===== src/rtl/multicycle_comparator_if.sv =====
// Handshake and operand bundle for multicycle_comparator.
// The master drives the start request and operands; the slave returns busy/done and the results.
interface multicycle_comparator_if #(
   parameter int BUS_SIZE = 32
);
   logic                in_start;
   logic [BUS_SIZE-1:0] in_a;
   logic [BUS_SIZE-1:0] in_b;
   logic [1:0]          in_mode;
   logic                out_busy;
   logic                out_done;
   logic                out_result;
   logic                out_is_equal;
   logic                out_is_not_equal;

   modport master (
      output in_start, in_a, in_b, in_mode,
      input  out_busy, out_done, out_result, out_is_equal, out_is_not_equal
   );

   modport slave (
      input  in_start, in_a, in_b, in_mode,
      output out_busy, out_done, out_result, out_is_equal, out_is_not_equal
   );
endinterface


===== src/rtl/multicycle_comparator.sv =====
// Chunk-serial EQ/NE/LTU/LT comparator that scans operands MSB chunk first.
// Define MULTICYCLE_COMPARATOR_EARLY_EXIT_EN to stop at the first differing chunk.
module multicycle_comparator #(
   parameter int BUS_SIZE   = 32,
   parameter int CHUNK_SIZE = 8
) (
   input logic                    clk,
   input logic                    reset,
   multicycle_comparator_if.slave bus
);
   localparam int NUM_CHUNKS = BUS_SIZE / CHUNK_SIZE;
   localparam int IDX_W      = (NUM_CHUNKS > 1) ? $clog2(NUM_CHUNKS) : 1;
   localparam logic [IDX_W-1:0] LAST_IDX = IDX_W'(NUM_CHUNKS - 1);

   localparam logic [1:0] MODE_EQ  = 2'b00;
   localparam logic [1:0] MODE_NE  = 2'b01;
   localparam logic [1:0] MODE_LTU = 2'b10;
   localparam logic [1:0] MODE_LT  = 2'b11;

   typedef enum logic [1:0] {
      IDLE = 2'b00,
      RUN  = 2'b01,
      DONE = 2'b10
   } state_t;

   state_t                                state;
   logic [NUM_CHUNKS-1:0][CHUNK_SIZE-1:0] a_q;
   logic [NUM_CHUNKS-1:0][CHUNK_SIZE-1:0] b_q;
   logic [1:0]                            mode_q;
   logic [IDX_W-1:0]                      index;
   logic                                  diff_seen;
   logic                                  diff_less;
   logic                                  busy_q;
   logic                                  done_q;
   logic                                  result_q;
   logic                                  equal_q;
   logic                                  not_equal_q;

   logic [CHUNK_SIZE-1:0] chunk_a;
   logic [CHUNK_SIZE-1:0] chunk_b;
   logic                  chunk_differ;
   logic                  chunk_less;
   logic                  last_chunk;
   logic                  decide;
   logic                  final_differ;
   logic                  final_less;
   logic                  result_next;

   // Signed order equals unsigned order once the sign bits are flipped, so LT only touches the top chunk.
   always_comb begin
      chunk_a = a_q[index];
      chunk_b = b_q[index];
      if (mode_q == MODE_LT && index == LAST_IDX) begin
         chunk_a[CHUNK_SIZE-1] = ~chunk_a[CHUNK_SIZE-1];
         chunk_b[CHUNK_SIZE-1] = ~chunk_b[CHUNK_SIZE-1];
      end
      chunk_differ = (chunk_a != chunk_b);
      chunk_less   = (chunk_a < chunk_b);
      last_chunk   = (index == '0);
      final_differ = diff_seen | chunk_differ;
      final_less   = diff_seen ? diff_less : chunk_less;
`ifdef MULTICYCLE_COMPARATOR_EARLY_EXIT_EN
      decide = chunk_differ | last_chunk;
`else
      decide = last_chunk;
`endif
      case (mode_q)
         MODE_EQ:  result_next = ~final_differ;
         MODE_NE:  result_next = final_differ;
         MODE_LTU: result_next = final_less;
         default:  result_next = final_less;
      endcase
   end

   // Without early exit the first difference is remembered while the scan runs to chunk 0.
   always_ff @(posedge clk) begin
      if (!reset) begin
         state       <= IDLE;
         a_q         <= '0;
         b_q         <= '0;
         mode_q      <= MODE_EQ;
         index       <= '0;
         diff_seen   <= 1'b0;
         diff_less   <= 1'b0;
         busy_q      <= 1'b0;
         done_q      <= 1'b0;
         result_q    <= 1'b0;
         equal_q     <= 1'b0;
         not_equal_q <= 1'b0;
      end else begin
         done_q <= 1'b0;
         case (state)
            IDLE, DONE: begin
               if (bus.in_start) begin
                  a_q       <= bus.in_a;
                  b_q       <= bus.in_b;
                  mode_q    <= bus.in_mode;
                  index     <= LAST_IDX;
                  diff_seen <= 1'b0;
                  diff_less <= 1'b0;
                  busy_q    <= 1'b1;
                  state     <= RUN;
               end else begin
                  state <= IDLE;
               end
            end
            RUN: begin
               if (chunk_differ && !diff_seen) begin
                  diff_seen <= 1'b1;
                  diff_less <= chunk_less;
               end
               if (decide) begin
                  result_q    <= result_next;
                  equal_q     <= ~final_differ;
                  not_equal_q <= final_differ;
                  busy_q      <= 1'b0;
                  done_q      <= 1'b1;
                  state       <= DONE;
               end else begin
                  index <= index - 1'b1;
               end
            end
            default: begin
               busy_q <= 1'b0;
               state  <= IDLE;
            end
         endcase
      end
   end

   assign bus.out_busy         = busy_q;
   assign bus.out_done         = done_q;
   assign bus.out_result       = result_q;
   assign bus.out_is_equal     = equal_q;
   assign bus.out_is_not_equal = not_equal_q;
endmodule


===== src/flat_wrapper.sv =====
// flat-port wrapper written by rule: the top's interface ports become plain ports
module multicycle_comparator_flat 
#(
   parameter int BUS_SIZE   = 32,
   parameter int CHUNK_SIZE = 8
)
  (clk, reset, bus_in_start, bus_in_a, bus_in_b, bus_in_mode, bus_out_busy, bus_out_done, bus_out_result, bus_out_is_equal, bus_out_is_not_equal);
  multicycle_comparator_if #(.BUS_SIZE(BUS_SIZE)) bus_i ();
  input logic clk;
  input logic reset;
  input wire logic [$bits(bus_i.in_start)-1:0] bus_in_start;
  input wire logic [$bits(bus_i.in_a)-1:0] bus_in_a;
  input wire logic [$bits(bus_i.in_b)-1:0] bus_in_b;
  input wire logic [$bits(bus_i.in_mode)-1:0] bus_in_mode;
  output wire logic [$bits(bus_i.out_busy)-1:0] bus_out_busy;
  output wire logic [$bits(bus_i.out_done)-1:0] bus_out_done;
  output wire logic [$bits(bus_i.out_result)-1:0] bus_out_result;
  output wire logic [$bits(bus_i.out_is_equal)-1:0] bus_out_is_equal;
  output wire logic [$bits(bus_i.out_is_not_equal)-1:0] bus_out_is_not_equal;
  assign bus_i.in_start = bus_in_start;
  assign bus_i.in_a = bus_in_a;
  assign bus_i.in_b = bus_in_b;
  assign bus_i.in_mode = bus_in_mode;
  assign bus_out_busy = bus_i.out_busy;
  assign bus_out_done = bus_i.out_done;
  assign bus_out_result = bus_i.out_result;
  assign bus_out_is_equal = bus_i.out_is_equal;
  assign bus_out_is_not_equal = bus_i.out_is_not_equal;
  multicycle_comparator #(.BUS_SIZE(BUS_SIZE), .CHUNK_SIZE(CHUNK_SIZE)) u_core (.clk(clk), .reset(reset), .bus(bus_i));
endmodule

===== config.mk =====
export PLATFORM = sky130hd
export DESIGN_NAME = multicycle_comparator_flat
export DESIGN_NICKNAME = d
export VERILOG_FILES = /design/src/rtl/multicycle_comparator_if.sv /design/src/rtl/multicycle_comparator.sv /design/src/flat_wrapper.sv
export SDC_FILE = /design/constraint.sdc
export NUM_CORES = 1
export LEC_CHECK = 0
export CAP_MARGIN = 20
export CORE_ASPECT_RATIO = 1.25
export CORE_MARGIN = 10
export CORE_UTILIZATION = 45
export CTS_CLUSTER_SIZE = 25
export DETAILED_ROUTE_END_ITERATION = 8
export PLACE_DENSITY_LB_ADDON = 0.1
export SLEW_MARGIN = 40
export SYNTH_ARGS = -nofsm -noshare
export SYNTH_HDL_FRONTEND = slang
export SYNTH_SLANG_ARGS = --single-unit

===== constraint.sdc =====
create_clock -name clk -period 3.25 [get_ports clk]
set_input_delay 0.975 -clock clk [delete_from_list [all_inputs] [get_ports clk]]
set_output_delay 0.975 -clock clk [all_outputs]
set_load 0.01 [all_outputs]

==> results.md <==
- The flow ran to the end, and the final reports show no timing, DRC or antenna violations.
- The worst relative slew slack is between 60 and 70%.
- The highest achievable clock rate is 0.3988 GHz.
- The number of design-rule violations left by the first detailed-router iteration is 88.
- Setup violations remaining at the end of the flow were counted as 0.
- Prior to clock tree synthesis, the placed netlist has a worst setup slack of ~0.74 ns.
- The buffer count from post-CTS setup fixing is 0.
- The critical path in this run is classified as flip-flop to flip-flop.
- The data arrival time of the critical path is about 2.7 ns.
- The synthesis-to-layout area growth is 28.38%.
- The worst path setup slack after routing is between 0.7 and 0.8 ns.
- The placeable core area is between 7000 and 8000 um2.
- After clock tree synthesis, the clock-pin slew on the worst setup and hold paths is about 0.080 ns.
- The analysis attributes to net switching a power of 578.8 uW.
- In this run the clock root is driven by a clkbuf_8.
- The cell accounting for the most synthesized area is dfxtp_1.
- Across the VDD grid, the largest voltage drop is around 260 uV.
- The register share of total power is 49.4%.
- The cell count after synthesis came out at about 400.
- The most repeated cell in the gate-level netlist after synthesis is nand2_1.
- The worst register-to-register path has a depth of 7.
- The slowest stage of the critical path is the mux4_2 cell.
- Data on the critical path is required at its endpoint by about 3.5 ns.
- The logic gate share of total power is around a fifth.
- Net switching is 27.29% of the power.
- The leakage power is 0.001620 uW.
- The cell count after placement is approximately 540.
- For this run, design rule violations remaining after detail routing come to 0.
- The number of antenna diodes in the final layout is 0.
- The synthesized netlist occupies a cell area of between 3000 and 4000 um2.
- The tightest min-delay check is of the flip-flop to flip-flop type.
- The net count of the finished layout is about 530.
- The synthesized flop and latch total is 77.
- Counting the buffers created by CTS gives 9.
- For this block, the routed nets add up to between 8000 and 9000 um of wire.
- The H-tree was split into 3 levels.
- The Yosys step of the flow raised 0 warnings.
- The number of distinct library cell variants in the gate-level netlist after synthesis is 36.
- TritonCTS built the clock tree.
- After synthesis, the cell types taking the most area are dfxtp_1 46%, nand2_1 15%, a21oi_1 11%, mux4_2 11%, ha_1 3.7%.
- The worst setup path is launched from a flip-flop.
- Clock latency on the worst-skew pair, taken at its later pin, is 0.35 ns.
- Setup repair after global routing left no endpoint under its margin.
- The synthesized design contains 0 enable-type register cells.
- After detailed routing, the average wire length per cell comes to approximately 15 um.
- Pin placement for this block handled 74 I/O pins.
- The die covers between 10000 and 15000 um2.
- From bottom edge to top edge, the die measures 116.9 um.
- The count of buffers added on input and output ports is 73.
- For the pin with the worst max-slew slack, the measured transition is ~0.53 ns.
- The final period utilization is around 77%.
- The global-route congestion overflow total is 0.
- The first global-routing pass estimated between 10000 and 15000 um of wire.
- The final worst clock skew is around 0.0071 ns.
- The total negative setup slack is 0 ns.
- Entering global routing, the biggest net connects 70 pins.
- Counting flops with an async set or reset pin after synthesis yields a share of 0%.
- The sequential area share after synthesis is a little under half.
- In the synthesized netlist the dominant register cell turns out to be dfxtp_1.
- The largest buffer count on any clock path is 2.
- The chip width is just under 100 um.
- The detailed placement HPWL is between 6000 and 7000 um.
- The number of cells traversed by the worst hold path is 2.
- STA classifies the critical path endpoint as a flip-flop.
- Dividing total power by cell area gives a power density of a little under 500 nW/um2.
- Of the cells placed in the final design, the portion with a size suffix greater than 1 is a little under a tenth.
- Routability-driven placement finished with a final weighted congestion of a little over 0.8.
- The number of antenna violations at the first check in global routing was 0.
- The number of nets with antenna violations after detailed routing is 0.
- A synthesized cell averages 8.637 um2.
- The tree built by TritonCTS fans out to 77 sinks.
- Walking the worst path, the cells encountered are buf_4 -> mux4_2 -> ha_1 -> nand4_1 -> o21ba_1 -> o41ai_2 -> o31ai_1.
- The largest fanout on the critical path is 8.
- The final count of hold timing violations was 0.
- The first TritonRoute pass finished after 4 iterations.
- Row generation in the floorplan step produced 35 rows.
- The via count of the first global-routing pass is approximately 2900.
- The share of total power in the clock network is approximately 31%.
- Hold repair after CTS inserted 0 buffers.
- The total of max-cap violations is 0.
- Counting I/O delays and the setup requirement, the final critical path takes ~2.5 ns.
- The post-cts sizing count is 0.
- The commonest cells after synthesis are 135 x nand2_1, 77 x dfxtp_1, 73 x a21oi_1.
- In the global route stage, overall resource usage came out at about 15%.
- In the routed layout, each cell is associated on average with a via count of between 5 and 6.
- The final non-filler cell total is 550.
- The peak per-stage delay on the critical path is roughly 0.52 ns.
- The final count of pins violating max slew is 0.
- The net count after synthesis is between 400 and 500.
- For this block, the via count after detailed routing is around 2800.
- The cell-internal power is approximately 1500 uW.
- After synthesis, the largest area contributor takes up between 40 and 50% of total cell area.
- The initial utilization of the core area, before any placement, comes to between 40% and 50%.
through the flow:
stage	total power (uW)	util (%)	hold slack [ns]	cell area [um2]
after floorplan	1331	-	0.4331	3377
after global placement	1484	56.53	0.4393	4159
after detailed placement	1497	56.53	0.4466	4159
after CTS	2143	58.93	0.4573	4335
after global routing	2235	58.93	0.4793	4335
final	2121	58.93	0.4565	4335
state kept, by name, summed over array words and instances, names as in the netlist, 2 cells and up:
name / flops
u_core.index: 2
u_core.mode_q: 2
u_core.state: 2
u_core.a_q: 32
u_core.b_q: 32
cells by family (layout without fill, tap and decap cells):
group,after synthesis,after routing,share of synthesized area [%]
adders and majority gates,10,10,3.705
DFF,77,77,45.65
buffers and inverters,38,105,5.965
AOI/OAI and AO/OA,85,85,13.63
xor gates and xnor gates,2,2,0.5188
and+or+nand+nor,163,163,19.86
muxes,16,16,10.67
routing by layer:
metal / part of all wire (%) / global-route usage [%] / vias to the layer above
met5: 0 / 0 / -
li1: - / - / 1435
met3: 5.0 / 4.052 / 23
met1: 43 / 15.92 / 1295
met2: 49 / 25.85 / 73
met4: 3.0 / 8.350 / 0
cells in the final DEF (no fill, tap or decap), types with 2 or more instances in the layout:
master and count:
dfxtp_1 77, o21ai_0 2, inv_1 9, ha_1 10, nand4_1 2, clkdlybuf4s50_1 73
nand2_1 135, nand3b_1 2, nor3_1 3, nor2_1 10, buf_4 4, mux4_2 16
a21oi_1 73, a211oi_1 2, buf_12 3, clkbuf_8 11
path summary, 6_finish.rpt:
path	slack, ns	to	startpoint
worst max-delay path	0.74	u_core.bus.out_result	u_core.index[0]
worst min-delay path	0.46	u_core.b_q[21]	u_core.b_q[21]
worst max register to register	0.74	u_core.bus.out_result	u_core.index[0]
worst min register to register	0.46	u_core.b_q[21]	u_core.b_q[21]
worst max-delay path, delay by kind of cell (launching register included):
| kind | cells | cell delay (ns) |
|---|---|---|
| AOI/OAI and AO/OA | 3 | 0.67 |
| adders and majority gates | 1 | 0.34 |
| DFF | 1 | 0.42 |
| muxes | 1 | 0.52 |
| buffers and inverters | 1 | 0.24 |
| and+or+nand+nor | 1 | 0.18 |
cell type report:
type | count | area [um2]
Fill cell | 706 | 3022
Multi-Input combinational cell | 276 | 1644
Sequential cell | 77 | 1541
Timing Repair Buffer | 80 | 820.8
Clock buffer | 12 | 155.1
Tap cell | 92 | 115.1
Inverter | 10 | 37.54
Clock inverter | 3 | 21.27
power groups by stage:
stage | logic [uW] | clock network, uW | registers, uW
2_1_floorplan | 275 | 0 | 1060
3_3_place_gp | 415 | 0 | 1070
3_5_place_dp | 426 | 0 | 1070
4_1_cts | 428 | 667 | 1050
5_1_grt | 473 | 706 | 1060
6_report | 422 | 650 | 1050
No activity file was read; power rests on OpenSTA's default activity.
